**src/rtl/bpm_estimator_if.sv**
```systemverilog
// Beat-rate link between the audio beat detector and the BPM estimator.
// The master side drives the time base and beat pulses; the slave side returns the estimate.
interface bpm_estimator_if #(
    parameter int BPM_W = 8
);
    logic             tick;
    logic             beat_in;
    logic [BPM_W-1:0] BPM_estimate;
    logic             bpm_valid;
    logic             locked;

    modport master (
        output tick,
        output beat_in,
        input  BPM_estimate,
        input  bpm_valid,
        input  locked
    );

    modport slave (
        input  tick,
        input  beat_in,
        output BPM_estimate,
        output bpm_valid,
        output locked
    );
endinterface

```
**src/rtl/bpm_estimator.sv**
```systemverilog
// Measures tick intervals between beats, averages the last AVG_DEPTH of them and converts
// the average to beats per minute with a bit-serial restoring divider.
module bpm_estimator #(
    parameter int TICK_HZ   = 1000,
    parameter int MAX_BPM   = 200,
    parameter int MIN_BPM   = 30,
    parameter int AVG_DEPTH = 4
) (
    input  logic             clk,
    input  logic             reset,
    bpm_estimator_if.slave   bus
);
    localparam int NUMER        = 60 * TICK_HZ;
    localparam int MIN_INTERVAL = NUMER / MAX_BPM;
    localparam int TIMEOUT      = NUMER / MIN_BPM;
    localparam int CNT_W        = $clog2(TIMEOUT + 1);
    localparam int NUM_W        = $clog2(NUMER + 1);
    localparam int BPM_W        = $clog2(MAX_BPM + 1);
    localparam int LOG2_D       = $clog2(AVG_DEPTH);
    localparam int SUM_W        = CNT_W + LOG2_D;
    localparam int FILL_W       = $clog2(AVG_DEPTH + 1);
    localparam int DIV_CNT_W    = $clog2(NUM_W);

    localparam logic [CNT_W-1:0]     MIN_INT_V = CNT_W'(MIN_INTERVAL);
    localparam logic [CNT_W-1:0]     TIMEOUT_V = CNT_W'(TIMEOUT);
    localparam logic [NUM_W-1:0]     NUMER_V   = NUM_W'(NUMER);
    localparam logic [NUM_W-1:0]     MAX_Q_V   = NUM_W'(MAX_BPM);
    localparam logic [BPM_W-1:0]     MAX_BPM_V = BPM_W'(MAX_BPM);
    localparam logic [FILL_W-1:0]    DEPTH_V   = FILL_W'(AVG_DEPTH);
    localparam logic [DIV_CNT_W-1:0] DIV_LAST  = DIV_CNT_W'(NUM_W - 1);

    typedef enum logic [1:0] {IDLE, MEASURE, DIVIDE, UPDATE} state_t;

    // Clamp before truncation so large quotients saturate instead of wrapping.
    function automatic logic [BPM_W-1:0] clamp_bpm(input logic [NUM_W-1:0] q);
        if (q > MAX_Q_V)
            return MAX_BPM_V;
        return q[BPM_W-1:0];
    endfunction

    state_t               state;
    logic [CNT_W-1:0]     cnt;
    logic [FILL_W-1:0]    fill;
    logic [SUM_W-1:0]     sum;
    logic [CNT_W-1:0]     hist [AVG_DEPTH];
    logic [NUM_W-1:0]     rem;
    logic [NUM_W-1:0]     quo;
    logic [DIV_CNT_W-1:0] div_cnt;
    logic [BPM_W-1:0]     bpm_q;
    logic                 valid_q;
    logic                 locked_q;

    logic [CNT_W-1:0]     avg;
    logic [NUM_W:0]       trial;
    logic [NUM_W:0]       avg_ext;
    logic                 take;
    logic                 cnt_inc;
    logic                 accept;
    logic [SUM_W-1:0]     sum_prefill;
    logic [SUM_W-1:0]     sum_shift;

    assign avg         = sum[SUM_W-1:LOG2_D];
    assign avg_ext     = (NUM_W + 1)'(avg);
    // Dividend bits are consumed from the top of quo while quotient bits enter at the bottom.
    assign trial       = {rem, quo[NUM_W-1]};
    assign take        = (trial >= avg_ext);
    assign cnt_inc     = bus.tick && (cnt != TIMEOUT_V);
    assign accept      = bus.beat_in && (cnt >= MIN_INT_V);
    assign sum_prefill = SUM_W'(cnt) << LOG2_D;
    assign sum_shift   = sum - SUM_W'(hist[AVG_DEPTH-1]) + SUM_W'(cnt);

    always_ff @(posedge clk or posedge reset) begin
        if (reset) begin
            state    <= IDLE;
            cnt      <= '0;
            fill     <= '0;
            sum      <= '0;
            for (int i = 0; i < AVG_DEPTH; i++)
                hist[i] <= '0;
            rem      <= '0;
            quo      <= '0;
            div_cnt  <= '0;
            bpm_q    <= '0;
            valid_q  <= 1'b0;
            locked_q <= 1'b0;
        end else begin
            valid_q <= 1'b0;
            case (state)
                IDLE: begin
                    cnt <= '0;
                    if (bus.beat_in) begin
                        fill  <= '0;
                        state <= MEASURE;
                    end
                end
                MEASURE: begin
                    if (accept) begin
                        // First interval after re-arming fills every slot so the average is valid at once.
                        if (fill == '0) begin
                            for (int i = 0; i < AVG_DEPTH; i++)
                                hist[i] <= cnt;
                            sum <= sum_prefill;
                        end else begin
                            hist[0] <= cnt;
                            for (int i = 1; i < AVG_DEPTH; i++)
                                hist[i] <= hist[i-1];
                            sum <= sum_shift;
                        end
                        if (fill != DEPTH_V)
                            fill <= fill + 1'b1;
                        cnt     <= '0;
                        rem     <= '0;
                        quo     <= NUMER_V;
                        div_cnt <= '0;
                        state   <= DIVIDE;
                    end else if (cnt == TIMEOUT_V) begin
                        bpm_q    <= '0;
                        valid_q  <= 1'b1;
                        locked_q <= 1'b0;
                        fill     <= '0;
                        cnt      <= '0;
                        state    <= IDLE;
                    end else if (cnt_inc) begin
                        cnt <= cnt + 1'b1;
                    end
                end
                DIVIDE: begin
                    if (cnt_inc)
                        cnt <= cnt + 1'b1;
                    rem     <= take ? NUM_W'(trial - avg_ext) : trial[NUM_W-1:0];
                    quo     <= {quo[NUM_W-2:0], take};
                    div_cnt <= div_cnt + 1'b1;
                    if (div_cnt == DIV_LAST)
                        state <= UPDATE;
                end
                UPDATE: begin
                    if (cnt_inc)
                        cnt <= cnt + 1'b1;
                    bpm_q    <= clamp_bpm(quo);
                    valid_q  <= 1'b1;
                    locked_q <= (fill == DEPTH_V);
                    state    <= MEASURE;
                end
                default: state <= IDLE;
            endcase
        end
    end

    assign bus.BPM_estimate = bpm_q;
    assign bus.bpm_valid    = valid_q;
    assign bus.locked       = locked_q;
endmodule

```
**src/flat_wrapper.sv**
```systemverilog
// flat-port wrapper written by rule: the top's interface ports become plain ports
module bpm_estimator_flat 
#(
    parameter int TICK_HZ   = 1000,
    parameter int MAX_BPM   = 200,
    parameter int MIN_BPM   = 30,
    parameter int AVG_DEPTH = 4
)
  (clk, reset, bus_tick, bus_beat_in, bus_BPM_estimate, bus_bpm_valid, bus_locked);
  bpm_estimator_if #(.BPM_W(($clog2(MAX_BPM + 1)))) bus_i ();
  input  logic clk;
  input  logic reset;
  input wire logic [$bits(bus_i.tick)-1:0] bus_tick;
  input wire logic [$bits(bus_i.beat_in)-1:0] bus_beat_in;
  output wire logic [$bits(bus_i.BPM_estimate)-1:0] bus_BPM_estimate;
  output wire logic [$bits(bus_i.bpm_valid)-1:0] bus_bpm_valid;
  output wire logic [$bits(bus_i.locked)-1:0] bus_locked;
  assign bus_i.tick = bus_tick;
  assign bus_i.beat_in = bus_beat_in;
  assign bus_BPM_estimate = bus_i.BPM_estimate;
  assign bus_bpm_valid = bus_i.bpm_valid;
  assign bus_locked = bus_i.locked;
  bpm_estimator #(.TICK_HZ(TICK_HZ), .MAX_BPM(MAX_BPM), .MIN_BPM(MIN_BPM), .AVG_DEPTH(AVG_DEPTH)) u_core (.clk(clk), .reset(reset), .bus(bus_i));
endmodule
```
**config.mk**
```make
export PLATFORM = sky130hd
export DESIGN_NAME = bpm_estimator_flat
export DESIGN_NICKNAME = d
export VERILOG_FILES = /design/src/rtl/bpm_estimator_if.sv /design/src/rtl/bpm_estimator.sv /design/src/flat_wrapper.sv
export SDC_FILE = /design/constraint.sdc
export NUM_CORES = 1
export LEC_CHECK = 0
export CAP_MARGIN = 20
export CORE_AREA = 2 2 107 151
export DETAILED_ROUTE_END_ITERATION = 16
export DIE_AREA = 0 0 109 153
export PLACE_DENSITY = 0.68
export SLEW_MARGIN = 25
export SYNTH_ARGS = -nofsm -noshare
export SYNTH_HDL_FRONTEND = slang
export SYNTH_SLANG_ARGS = --single-unit
```
**constraint.sdc**
```tcl
create_clock -name clk -period 6.6 [get_ports clk]
set_clock_uncertainty 0.05 [all_clocks]
set_input_delay 1.32 -clock clk [delete_from_list [all_inputs] [get_ports clk]]
set_output_delay 1.32 -clock clk [all_outputs]
set_load 0.01 [all_outputs]
```
==> run_results.csv <==
group,metric,value,unit
detailed_routing,vias,5378,
cells_and_area,fillCellCount,1360,
die,core_area,0.0153,mm2
synth,avgSynthCellArea,9.30,um2
min_path,hp-start,"u_core.sum[0]",
timing,drv_slew,0,
global_routing,grt_pass1_vias,5316,
synth,synthMuxAreaShare,2.37,%
cells_and_area,layout-drive-gt1-share,6.30,%
min_path,min_path_cells,2,
synth,synthSimpleGateAreaFrac,13.4,%
setup_path,max_stage_delay,0.85,ns
flow_run,drv_cap,0,
detailed_routing,routed_via_density,5.71,
synth,ys_top_cells_by_area,"dfrtp_1 (44%), ha_1 (6.5%), o21ai_0 (6.0%), nand2_1 (4.5%), a21oi_1 (3.6%)",
synth,synth-seq-cells,119,
pwr,p_sw_share,26.2,%
setup_path,path_cells,"inv_1, ha_1, a21o_1, or4_4, or4_4, a211oi_4, nor3_1, a221o_1",
pwr,leakage,3.47,nW
setup_path,cp_max_fo,19,
min_path,hold_path_class,"reg2reg",
setup_path,path_buf_inv,1,
cells_and_area,final_common_cell,"dfrtp_1",
timing,finalCritPeriodShare,56.0,%
timing,max_freq,271,MHz
detailed_routing,ant_nets,0,
clock_network,htree_levels,4,
clock_network,cts-root-buf,"clkbuf_16",
setup_path,cp-startpoint,"u_core.sum[12]",
pwr,ir_drop,0.179,mV
synth,synthArstFlopShare,100,%
die,die_x,109,um
synth,synth_seq_area_share,44.0,%
setup_path,worst-r2r-setup-slack,2.90,ns
setup_path,r2r_start,"u_core.sum[12]",
setup_path,crit_type,"reg2reg",
setup_path,endpoint_kind,"register",
setup_path,r2r-end,"u_core.rem[12]",
cells_and_area,finalNetCount,785,
pwr,internal-power,1.56,mW
pwr,p_seq_share,36.7,%
synth,synth_cells,728,
die,rows,54,
pwr,clkPwrFrac,48.8,%
timing,slew_headroom,32.5,%
clock_network,cts_tree,"yes",
clock_network,worstSkewPairLatency,0.42,ns
synth,syn_nets,779,
setup_path,path_delay_family,"compound AO/OA/AOI/OAI gates",
global_routing,grt_max_degree,66,
clock_network,post_cts_buffers,0,
synth,synth-xor-area-share,2.97,%
synth,synth_edf_count,0,
cells_and_area,final_cell_mix,"dfrtp_1 (119), o21ai_0 (81), nand2_1 (81)",
synth,synth_flop_cell,"dfrtp_1",
timing,setup_violations,0,
pwr,combPwrFrac,14.5,%
clock_network,cts-resized-gates,0,
synth,ys_types,58,
synth,synth_top_family_by_area,"compound AO/OA/AOI/OAI gates",
die,die_h,153,um
synth,synth-compound-area-share,21.9,%
cells_and_area,area_growth,14.4,%
detailed_routing,drt_wl_total,15.2,mm
setup_path,cp-start-kind,"register",
setup_path,cpMaxStageDelayCell,"a211oi_4",
global_routing,grt_antenna_before_repair,0,
placement,hpwl,10.7,mm
synth,yosys.area_share.adder,10.0,%
clock_network,cts_buffers,17,
global_routing,grt_overflow_total,0,
synth,synth.yosys.warnings,0,
setup_path,worstPathRequired,6.85,ns
die,io_pins,14,
timing,rsz0062_at_grt,"false",
die,die_area,0.0167,mm2
timing,tns,0,ns
clock_network,hold_buffers,0,
global_routing,grt_usage,19.6,%
timing,period_needed,3.70,ns
setup_path,crit_top_cell,"or4_4",
status,status,"finished, final reports clean",
synth,syn_area,0.00677,mm2
cells_and_area,antenna_cells,0,
placement,io_buffers,13,
clock_network,cts.sinks,119,
timing,worst_pin_slew,1.01,ns
placement,gp_congestion,0.821,
clock_network,clkTransAtPathRegs,0.06,ns
pwr,power_density,272,mW/mm2
setup_path,cp.arrival,3.94,ns
placement,dpl.cell_count,910,
detailed_routing,drt_first_iter_violations,420,
global_routing,grt_pass1_wl,25.7,mm
synth,synth_top_cell_by_area,"dfrtp_1",
detailed_routing,drtPass1Iterations,5,
cells_and_area,instances_no_fill,942,
die,start_util,44.2,%
setup_path,ff2ff_path_depth,8,
clock_network,clock_path_buffers,2,
min_path,whs_endpoint,"u_core.sum[0]",
detailed_routing,wl_per_cell,16.2,um
timing,hold_slack,0.430,ns
pwr,p_sw,0.554,mW
timing,finalHoldViolCount,0,
detailed_routing,drc,0,
synth,synth_top_area_share,44.0,%
## per-layer routing
layer  share of wire, %  wire, um  up-vias  GRT usage, %
met5                  0         0        -             0
met4                3.4       522        0          9.22
met3                2.5       379       31          3.37
met2                 53      8130      105          34.0
met1                 41      6220     2656          23.0
li1                   -         -     2586             -
## power by group through the flow
stage / clock, mW / combinational, mW / sequential, mW
global route: 1.08 / 0.349 / 0.777
CTS: 1.04 / 0.309 / 0.773
detailed placement: 0 / 0.306 / 0.786
global placement: 0 / 0.295 / 0.785
floorplan: 0 / 0.237 / 0.780
finish: 1.03 / 0.306 / 0.774
## final cells by class
cell class                 count  area, um2  area share [%]
sequential                   119       2980            38.4
inverter                      61        231            2.99
tap                          196        245            3.16
multi-input combinational    517       3450            44.6
clock buffer                  18        439            5.67
timing repair buffer          18        188            2.42
clock inverter                13        215            2.78
## Yosys cell counts, types with 3 or more instances
cell type,count
clkbuf_1,28
mux2i_1,16
o21ai_1,6
inv_1,61
a22o_1,17
xor2_1,5
o31a_1,3
nand4_1,6
or2_2,3
nand2b_1,3
nand2_1,81
or3_1,3
a32oi_1,4
o31ai_1,6
o311a_1,4
xnor2_1,18
o21bai_1,4
nor2b_1,8
nor3_1,11
nor4_1,5
a31oi_1,7
a21oi_1,49
o22a_1,6
fa_1,12
a211oi_1,9
a221o_1,6
o21a_1,9
a21o_1,6
nor2_1,51
ha_1,35
dfrtp_1,119
nand3_1,15
o21ai_0,81
## logic make-up after synthesis
family          Yosys count
buf+inv                  92
compound gates          232
simple gates            199
xor+xnor                 23
fa+ha+maj                47
flops                   119
mux                      16
## how the worst max path moves through the flow
stage                                            end  depth (start not counted)
after floorplan           u_core.bus.BPM_estimate[0]                          1
after CTS                             u_core.rem[12]                          8
after global placement                u_core.quo[11]                          5
final                                 u_core.rem[12]                          8
after global routing                   u_core.rem[0]                          8
after detailed placement               u_core.quo[9]                          5
## state kept, by name, indices dropped and copies added (netlist names)
register / flops
u_core.sum: 13
u_core.bus.BPM_estimate: 8
u_core.div_cnt: 4
u_core.state: 2
u_core.hist: 44
u_core.fill: 3
u_core.bus.bpm_valid: 1
u_core.rem: 16
u_core.cnt: 11
u_core.bus.locked: 1
u_core.quo: 16
## stage by stage
stage	worst slack (ns)	power, mW	cell area, um2	utilization, %
CTS	2.94	2.13	7720	50.3
detailed placement	2.54	1.09	7060	46.1
finish	2.90	2.11	7750	50.5
global route	2.77	2.20	7750	50.5
global placement	2.66	1.08	7060	46.0
floorplan	2.07	1.02	6770	-
## worst min-delay path, delay by kind of cell, from the launching register on
kind / cells / cell delay, ns
and+or+nand+nor: 2 / 0.10
DFF: 1 / 0.35
Note: power is estimated with default switching activity, not from simulation.
